File: src/rtl/mem_arbiter.sv
// Round-robin arbiter sharing one memory port between I-cache refills and
// D-cache refills/writebacks: one command beat followed by BEATS data beats.
module mem_arbiter #(
    parameter int ADDR_W = 28,
    parameter int DATA_W = 128,
    parameter int BEATS  = 4
) (
    input  logic              clk,
    input  logic              reset,
    input  logic              ic_req_valid,
    output logic              ic_req_ready,
    input  logic [ADDR_W-1:0] ic_req_addr,
    output logic              ic_resp_valid,
    output logic [DATA_W-1:0] ic_resp_data,
    output logic              ic_resp_last,
    input  logic              dc_req_valid,
    output logic              dc_req_ready,
    input  logic [ADDR_W-1:0] dc_req_addr,
    input  logic              dc_req_rnw,
    input  logic              dc_wdata_valid,
    output logic              dc_wdata_ready,
    input  logic [DATA_W-1:0] dc_wdata,
    output logic              dc_resp_valid,
    output logic [DATA_W-1:0] dc_resp_data,
    output logic              dc_resp_last,
    output logic              mem_req_valid,
    input  logic              mem_req_ready,
    output logic [ADDR_W-1:0] mem_req_addr,
    output logic              mem_req_rnw,
    output logic              mem_wdata_valid,
    input  logic              mem_wdata_ready,
    output logic [DATA_W-1:0] mem_wdata,
    input  logic              mem_resp_valid,
    input  logic [DATA_W-1:0] mem_resp_data,
    output logic              owner_d,
    output logic              busy,
    output logic              proto_err
);

    localparam int CNT_W = $clog2(BEATS);

    typedef enum logic [1:0] {IDLE, CMD, RD_DATA, WR_DATA} state_t;

    state_t             state, state_nxt;
    logic [CNT_W-1:0]   cnt;
    logic               last_grant_d;
    logic               owner_q;
    logic               rnw_q;
    logic [ADDR_W-1:0]  addr_q;
    logic               ic_rv_q, dc_rv_q, last_q;
    logic [DATA_W-1:0]  rdata_q;
    logic               perr_q;

    logic winner_d, grant, in_wr, wr_hs, rd_beat, cnt_last;

    // On a tie the side that did not win last time is chosen.
    assign winner_d = (ic_req_valid && dc_req_valid) ? !last_grant_d : dc_req_valid;
    // Gated with reset so no request is ever acknowledged while reset is held.
    assign grant    = (state == IDLE) && reset && (ic_req_valid || dc_req_valid);
    assign in_wr    = (state == WR_DATA);
    assign wr_hs    = in_wr && dc_wdata_valid && mem_wdata_ready;
    assign rd_beat  = (state == RD_DATA) && mem_resp_valid;
    assign cnt_last = (cnt == CNT_W'(BEATS - 1));

    assign ic_req_ready    = grant && !winner_d;
    assign dc_req_ready    = grant && winner_d;
    assign mem_req_valid   = (state == CMD);
    assign mem_req_addr    = addr_q;
    assign mem_req_rnw     = rnw_q;
    assign mem_wdata_valid = in_wr && dc_wdata_valid;
    assign dc_wdata_ready  = in_wr && mem_wdata_ready;
    assign mem_wdata       = in_wr ? dc_wdata : '0;
    assign ic_resp_valid   = ic_rv_q;
    assign dc_resp_valid   = dc_rv_q;
    assign ic_resp_data    = rdata_q;
    assign dc_resp_data    = rdata_q;
    assign ic_resp_last    = ic_rv_q && last_q;
    assign dc_resp_last    = dc_rv_q && last_q;
    assign owner_d         = owner_q;
    assign busy            = (state != IDLE);
    assign proto_err       = perr_q;

    // NOTE: next state gets a default before the case so no path infers a latch.
    always_comb begin
        state_nxt = state;
        case (state)
            IDLE:    if (grant) state_nxt = CMD;
            CMD:     if (mem_req_ready) state_nxt = rnw_q ? RD_DATA : WR_DATA;
            RD_DATA: if (rd_beat && cnt_last) state_nxt = IDLE;
            WR_DATA: if (wr_hs && cnt_last) state_nxt = IDLE;
            default: state_nxt = IDLE;
        endcase
    end

    always_ff @(posedge clk or negedge reset) begin
        if (!reset) begin
            state <= IDLE;
        end else begin
            state <= state_nxt;
        end
    end

    // NOTE: all state here uses non-blocking assignments so every register
    // samples pre-edge values regardless of statement order.
    always_ff @(posedge clk or negedge reset) begin
        if (!reset) begin
            cnt          <= '0;
            last_grant_d <= 1'b0;
            owner_q      <= 1'b0;
            rnw_q        <= 1'b0;
            addr_q       <= '0;
            ic_rv_q      <= 1'b0;
            dc_rv_q      <= 1'b0;
            last_q       <= 1'b0;
            rdata_q      <= '0;
            perr_q       <= 1'b0;
        end else begin
            if (grant) begin
                last_grant_d <= winner_d;
                owner_q      <= winner_d;
                addr_q       <= winner_d ? dc_req_addr : ic_req_addr;
                rnw_q        <= winner_d ? dc_req_rnw : 1'b1;
            end

            if (state == CMD && mem_req_ready) begin
                cnt <= '0;
            end else if (rd_beat || wr_hs) begin
                cnt <= cnt + CNT_W'(1);
            end

            ic_rv_q <= rd_beat && !owner_q;
            dc_rv_q <= rd_beat && owner_q;
            if (rd_beat) begin
                rdata_q <= mem_resp_data;
                last_q  <= cnt_last;
            end

            // A read beat arriving when no read is in flight is discarded.
            if (mem_resp_valid && state != RD_DATA) begin
                perr_q <= 1'b1;
            end
        end
    end

endmodule

File: config.mk
export PLATFORM = sky130hd
export DESIGN_NAME = mem_arbiter
export DESIGN_NICKNAME = d
export VERILOG_FILES = /design/src/rtl/mem_arbiter.sv
export SDC_FILE = /design/constraint.sdc
export NUM_CORES = 1
export LEC_CHECK = 0
export BUFFER_PORTS_ARGS = -buffer_cell sky130_fd_sc_hd__buf_2
export CAP_MARGIN = 20
export CORE_AREA = 10 10 282 284
export DETAILED_ROUTE_END_ITERATION = 8
export DIE_AREA = 0 0 292 294
export GPL_ROUTABILITY_DRIVEN = 0
export PLACE_DENSITY = 0.42
export SYNTH_ARGS = -nofsm -noshare
export SYNTH_HDL_FRONTEND = slang
export SYNTH_SLANG_ARGS = --single-unit
File: constraint.sdc
create_clock -name clk -period 3.4 [get_ports clk]
set_input_delay 0.17 -clock clk [delete_from_list [all_inputs] [get_ports clk]]
set_output_delay 0.17 -clock clk [all_outputs]
set_load 0.05 [all_outputs]
Yosys cells after proc, flatten, opt, wreduce, memory -nomap -nowiden
Index checks and enable logic that the tools add are counted.
{"block": "word_totals", "ff_bits": 166, "input_bits": 321, "output_inout_bits": 425, "elab_cells": 57}
{"block": "classes", "add_sub_neg": 1, "n_eq_ne": 9, "n_mux": 12, "reduce_logical": 25}
{"cell": "2-to-1 mux 128 bit", "n": 1}
{"cell": "2-to-1 mux 28 bit", "n": 1}
{"cell": "logical AND 1 bit", "n": 17}
{"cell": "2-to-1 mux 2 bit", "n": 6}
{"cell": "case mux 2 bit (4 select lines)", "n": 1}
{"cell": "equality test 2 bit (second input constant)", "n": 3}
{"cell": "!= test 2 x 1 -> 1 bit (second input constant)", "n": 3}
{"cell": "!= test 2 bit (second input constant)", "n": 2}
{"cell": "AND reduction 4 bit", "n": 1}
{"cell": "nonzero test 2 bit", "n": 2}
{"cell": "2-to-1 mux 1 bit", "n": 3}
{"cell": "adder 2 x 1 -> 2 bit (second input constant)", "n": 1}
{"cell": "equality test 2 x 1 -> 1 bit (second input constant)", "n": 1}
{"cell": "logical NOT 1 bit", "n": 2}
{"cell": "logical NOT 2 bit", "n": 1}
{"cell": "logical OR 1 bit", "n": 2}

Logic depth before layout (Yosys ltp)
Gate-level depths: netlist of the first run.
{"block": "logic_depth", "word_depth": 6, "depth_mapped": 6, "ltp_nobuf": 4}

Least setup slack after synthesis of the first run
Ideal clock, no wire load.
{"block": "synth_path", "kind": "register to register", "startpoint": "register state[1]", "endpoint": "register owner_q, in the netlist owner_d", "setup_time_ps": 167, "arrival_time_ps": 1904, "t_required_ps": 3233, "slack_ps": 1328, "stages_incl_launch_ff": 7, "path_buffers": 3, "synth_period_minus_slack_ps": 2072, "path_cell_list": "dfrtp_1 > buf_6 > or3b_4 > buf_6 > buf_6 > nor3b_2 > a21oi_1"}
{"block": "synth_between", "elab_chain_len": 3}
{"item": "from (decl)", "line": "44", "text": "state_t state, state_nxt;"}
{"item": "from (signal assigned)", "line": "99", "text": "state <= state_nxt;"}
{"item": "logical NOT 2 bit", "line": "59", "text": "assign grant = (state == IDLE) && reset && (ic_req_valid || dc_req_valid);"}
{"item": "logical AND 1 bit (2 in a row)", "line": "59"}
{"item": "to (signal assigned)", "line": "120", "text": "owner_q <= winner_d;"}
{"item": "to (decl)", "line": "47", "text": "logic owner_q;"}
No other way between the ends.
A chain may end at the register's enable or synchronous reset.

Worst setup path in the final report of the first run
{"block": "layout_path", "startpoint": "register state[1]", "endpoint": "output dc_req_ready"}
{"block": "layout_between", "elab_chain_len": 4}
{"item": "logical NOT 2 bit", "line": "59"}
{"item": "logical AND 1 bit (2 in a row)", "line": "59"}
{"item": "logical AND 1 bit", "line": "66", "text": "assign dc_req_ready = grant && winner_d;"}
{"item": "to (decl)", "line": "17", "text": "output logic dc_req_ready,"}
No other way between the ends.

==> metrics.txt, run 1 <==
hold depth=4; actual slew at the worst max-slew pin=0.950 ns; clock insertion delay at the later pin of the skew report=0.47 ns; number of I/O pins=around 750; synth unique cells=32; row count=100; Routed Antenna Nets=0; Core Region=73900 um^2; outcome=finished clean; postcts setup bufs=0; share of cells above drive strength 1=0.622; CP Capture Type=output pin; fin crit share=0.822; startpoint types=register; Final #Nets=1811; syn_area_per_cell=11.4 um^2; commonest non-fill, non-tap cell in the layout=buf_2; Clock Path Buffers=2; Worst Path Max Fanout=55; CTS H-tree lvls=4; total of max-cap violations=0; met3 usage=0.0317; Fin. Hold Viols=0; Slew headroom=0.367; CP Class=reg2out; top post-synthesis cells by area=dfrtp_1 49%, mux2_2 17%, buf_4 11%; syn_nets=around 1100; skew final=0.0222 ns; RSZ-0062 raised after global routing=false; Mapped Area=8500 um^2; commonest non-fill, non-tap cells in the layout=744 x buf_2, 164 x dfrtp_1, 159 x dlygate4sd3_1; fmax=0.358 GHz; CTS sink count=approximately 170; die width=between 200 and 300 um; total vias in the final route=8431; CTS root buf=clkbuf_16; DRC Markers=0; Die H=294 um; # setup viols final=0; min cycle time layout=2.80 ns; initial core utilization=0.115; drt pass-1 iters=4; met2 usage=0.153; Max Slew Vio Count=0; beginning of the critical path=state[1]; vias in the first global route=between 9000 and 10000; CP arrival=2.63 ns; Synth Warn #=0; DR WL/cell=16.7 um; Worst Path Required=roughly 3.2 ns; hold wc startpoint=dc_wdata_valid; largest net degree at the start of global routing=between 100 and 150; initial antenna violation count=4; GRT Residual Overflow=0; part of the Yosys area used for sequential elements=0.489; I/O Buffers=745; post-synth top area share=0.489; Synth area leader=dfrtp_1; Starting DRT DRC Count=379; post-route setup TNS=0 ns; Reg2Reg Depth=3; final WL=41.2 mm; GRT Total Usage=0.0897; Worst R2R Setup Slack=1.07 ns; Syn Inst Count=743; Via-to-Cell Ratio=between 3 and 4; first-pass GRT wire length=about 60 mm; total die area=~86000 um^2; Hold Crit Class=in2reg; Top Usage Layer GRT=met2; reg-to-reg critical path startpoint=state[1]; met1 GRT Util=0.101; TritonCTS Buffers=17; detailed placer's ending HPWL=33.3 mm; CTS tree=yes; clock-pin slew on the worst setup and hold paths=0.07 ns; Layout area overhead=71.5%; Yosys reg bits=166
==> routing by layer <==
metal	up-vias	wire length, um
met1	4010	16200
li1	3978	-
met2	398	20900
met3	41	3280
met5	-	19
met4	4	882
==> path summary, 6_finish.rpt <==
| path | to |
|---|---|
| worst max-delay path | dc_req_ready |
| max in group asynchronous | dc_resp_data[15] |
| worst max register to register | dc_resp_data[10] |
| worst min-delay path | state[0] |
| worst min register to register | proto_err |
| min in group asynchronous | cnt[0] |
==> cell families (layout without fill, tap and decap cells) <==
family / after synthesis / count (layout) / share of synthesized area
fa+ha+maj: 1 / 1 / 0.00147
flops: 166 / 166 / 0.489
buf+inv: 193 / 952 / 0.147
compound gates: 40 / 40 / 0.0414
other cells: 0 / 3 / 0
simple gates: 213 / 213 / 0.149
mux: 130 / 130 / 0.172
==> sequential cells by signal, summed over array words and instances, names as in the netlist <==
signal         count
mem_req_addr      28
mem_req_rnw        1
dc_resp_data     128
owner_d            1
cnt                2
state              2
ic_resp_valid      1
last_q             1
dc_resp_valid      1
proto_err          1
==> Yosys cell counts <==
library cell / instances
o21ai_0: 2
dfrtp_1: 166
or3b_4: 1
nor3b_2: 1
nand3_1: 3
inv_1: 4
nor2b_1: 2
buf_6: 3
nand2_1: 34
nor2_1: 2
and2_1: 2
o21a_1: 1
clkbuf_1: 39
nand4_1: 2
a21oi_1: 6
a221o_1: 28
nand3b_1: 3
buf_2: 18
nor3_2: 9
nand2b_1: 2
a311oi_1: 1
mux2_2: 129
mux2i_1: 1
buf_4: 128
a21o_1: 1
and3_1: 131
a22oi_1: 1
buf_1: 1
nor3_1: 19
nor3b_1: 1
ha_1: 1
or2_2: 1
==> layout make-up <==
class | count | area (um^2)
repair buffers | 916 | 5440
multi-input cells | 384 | 3100
well taps | 969 | 1210
inverters | 4 | 15.0
clock inverters | 15 | 213
clock buffers | 17 | 425
diodes | 3 | 7.51
fillers | 8104 | 59400
flip-flops and latches | 166 | 4160
==> through the flow <==
stage               instance area [um^2]  hold slack, ns  worst slack (ns)   util  instances
floorplan                           8500          -0.126              1.33      -        743
global placement                   12300          0.0439              1.07  0.167       2280
detailed placement                 12300          0.0432              1.12  0.167       2280
CTS                                14600         0.00435             0.566  0.197       2471
global route                       14600          0.0533             0.425  0.197       2471
finish                             14600          0.0640             0.604  0.197       2474
==> timing repair <==
action                    CTS  global route
gates resized for setup     0             0
hold buffers              159             0
hold endpoints to repair  202             0
==> critical path, cell delays in order (launching register included) <==
cell	delay (ns)
dfrtp_2	0.68
nor3b_1	0.38
and3_1	0.69
buf_2	0.39
Power of run 1 is left out: the tool's default activity adds up to more than one toggle a clock period on the data nets, which glitch-free logic cannot reach.
==> run 2: changes to the inputs <==
--- a/config.mk
+++ b/config.mk
@@ -11,7 +11,7 @@
 export DETAILED_ROUTE_END_ITERATION = 8
 export DIE_AREA = 0 0 292 294
 export GPL_ROUTABILITY_DRIVEN = 0
-export PLACE_DENSITY = 0.42
+export PLACE_DENSITY = 0.43
 export SYNTH_ARGS = -nofsm -noshare
 export SYNTH_HDL_FRONTEND = slang
 export SYNTH_SLANG_ARGS = --single-unit
==> constraint.sdc (replaced) <==
create_clock -name clk -period 2.3 [get_ports clk]
set_input_delay 0.115 -clock clk [delete_from_list [all_inputs] [get_ports clk]]
set_output_delay 0.115 -clock clk [all_outputs]
set_load 0.05 [all_outputs]
==> run 2 against run 1 <==
Count of clock-buffer cells in the layout grew 3. Critical path depth grew 3. Worst hold slack lost 0.0097 ns. Final area grew 1.8%. Sequential share of layout area shrank 0.52 points. Critical path type is now reg2reg.
==> metrics.txt, run 2 (same netlist as run 1, synthesis figures left out) <==
Worst Path Max Fanout=28 (was 55); CTS H-tree lvls=4 (unchanged); multi-input combinational cell area=3110 um^2 (was 3100 um^2); detailed placer's ending HPWL=33.8 mm (was 33.3 mm); number of I/O pins=746 (unchanged); met3 usage=0.0394 (was 0.0317); commonest non-fill, non-tap cells in the layout=744 x buf_2, 177 x dlygate4sd3_1, 164 x dfrtp_1 (was 744 x buf_2, 164 x dfrtp_1, 159 x dlygate4sd3_1); Die H=294 um (unchanged); CP Capture Type=register (was output pin); met2 usage=0.158 (was 0.153); initial antenna violation count=1 (was 4); startpoint types=register (unchanged); max reg flops=128 (unchanged); # setup viols final=0 (unchanged); total of max-cap violations=0 (unchanged); actual slew at the worst max-slew pin=0.477 ns (was 0.950 ns); CP Class=reg2reg (was reg2out); fin crit share=0.941; Hold Crit Class=in2async (was in2reg); fmax=0.462 GHz; # fillers=8053 (was 8104); CP arrival=2.57 ns (was 2.63 ns); CTS root buf=clkbuf_16 (unchanged); Worst Path Required=2.71 ns (was 3.23 ns); die width=292 um (unchanged); Fin. Hold Viols=0 (unchanged); I/O Buffers=745 (unchanged); initial core utilization=0.115 (unchanged); TritonCTS Buffers=17 (unchanged); total vias in the final route=8670 (was 8431); Inst Count DP=2287 (was 2280); row count=100 (unchanged); Worst R2R Setup Slack=0.14 ns (was 1.07 ns); min cycle time layout=2.16 ns; share of cells above drive strength 1=0.618 (was 0.622); CTS tree=yes (unchanged); outcome=finished clean (unchanged); clock-pin slew on the worst setup and hold paths=0.07 ns (about the same); Core Region=73900 um^2 (unchanged); final WL=42.0 mm (was 41.2 mm); clock insertion delay at the later pin of the skew report=0.46 ns (was 0.47 ns); largest net degree at the start of global routing=121 (was 114); Max Slew Vio Count=0 (unchanged); Via-to-Cell Ratio=3.47 (was 3.41); CTS sink count=166 (unchanged); GRT Total Usage=0.0921 (was 0.0897); DR WL/cell=16.8 um (was 16.7 um); drt pass-1 iters=5 (was 4); total die area=85800 um^2 (unchanged); Routed Antenna Nets=0 (unchanged); final cell count without fillers=2497 (was 2474); Final #Nets=1836 (was 1811); GRT Residual Overflow=0 (unchanged); Top Usage Layer GRT=met2 (unchanged); total area of sequential cells=4160 um^2 (about the same); Slew headroom=0.682 (was 0.367); post-route setup TNS=0 ns (unchanged); first-pass GRT wire length=61.3 mm (was 59.9 mm); Layout area overhead=74.6% (was 71.5%); met1 GRT Util=0.0988 (was 0.101); skew final=0.00930 ns (was 0.0222 ns); Starting DRT DRC Count=490 (was 379); RSZ-0062 raised after global routing=false (unchanged); DRC Markers=0 (unchanged); Clock Path Buffers=2 (unchanged); commonest non-fill, non-tap cell in the layout=buf_2 (unchanged); final core occ=0.201 (was 0.197); vias in the first global route=9763 (was 9160)
## run 2: critical path: stages, from the launching register on
cell and delay (ns):
dfrtp_2 0.45, buf_6 0.17, or3b_4 0.43, buf_8 0.19, nor3_1 0.20, a221o_1 0.13, dlygate4sd3_1 0.54
## run 2: repair_timing
action / 4_1_cts / 5_1_grt
gates resized for setup: 0 / 7
setup buffers: 0 / 0
endpoints found under the setup margin: 0 / 16
hold endpoints to repair: 223 / 0
hold buffers: 177 / 0
## run 2: worst paths after layout
kind,start,to,cells past startpoint
max reg2reg,state[1],mem_req_addr[0],6
max in group asynchronous,reset,proto_err,4
max,state[1],mem_req_addr[0],6
min,reset,state[1],2
min in group clk,ic_req_addr[26],mem_req_addr[26],4
min reg2reg,proto_err,proto_err,1
## run 2: final cells by class
type                       instances  area share
inverter                           4     0.00101
clock buffer                      20      0.0301
sequential                       166       0.280
tap                              969      0.0817
timing repair buffer             941       0.388
antenna                            1    0.000169
multi-input combinational        384       0.210
clock inverter                    12     0.00928
## run 2: stage by stage
stage / setup slack (ns) / hold slack, ns / area [um^2]
2_1_floorplan: 0.228 / -0.181 / 8500
3_3_place_gp: 0.559 / -0.0233 / 12400
3_5_place_dp: 0.530 / -0.0195 / 12400
4_1_cts: 0.0380 / 0.00156 / 14800
5_1_grt: 0.0348 / 0.0282 / 14800
6_report: 0.136 / 0.0543 / 14800
## run 2: per-layer routing
layer / vias up / part of all wire
met1: 4187 / 0.38
li1: 4021 / -
met4: 2 / 0.021
met5: - / 0.00017
met3: 40 / 0.095
met2: 420 / 0.50
Power of run 2 is left out for the same reason.
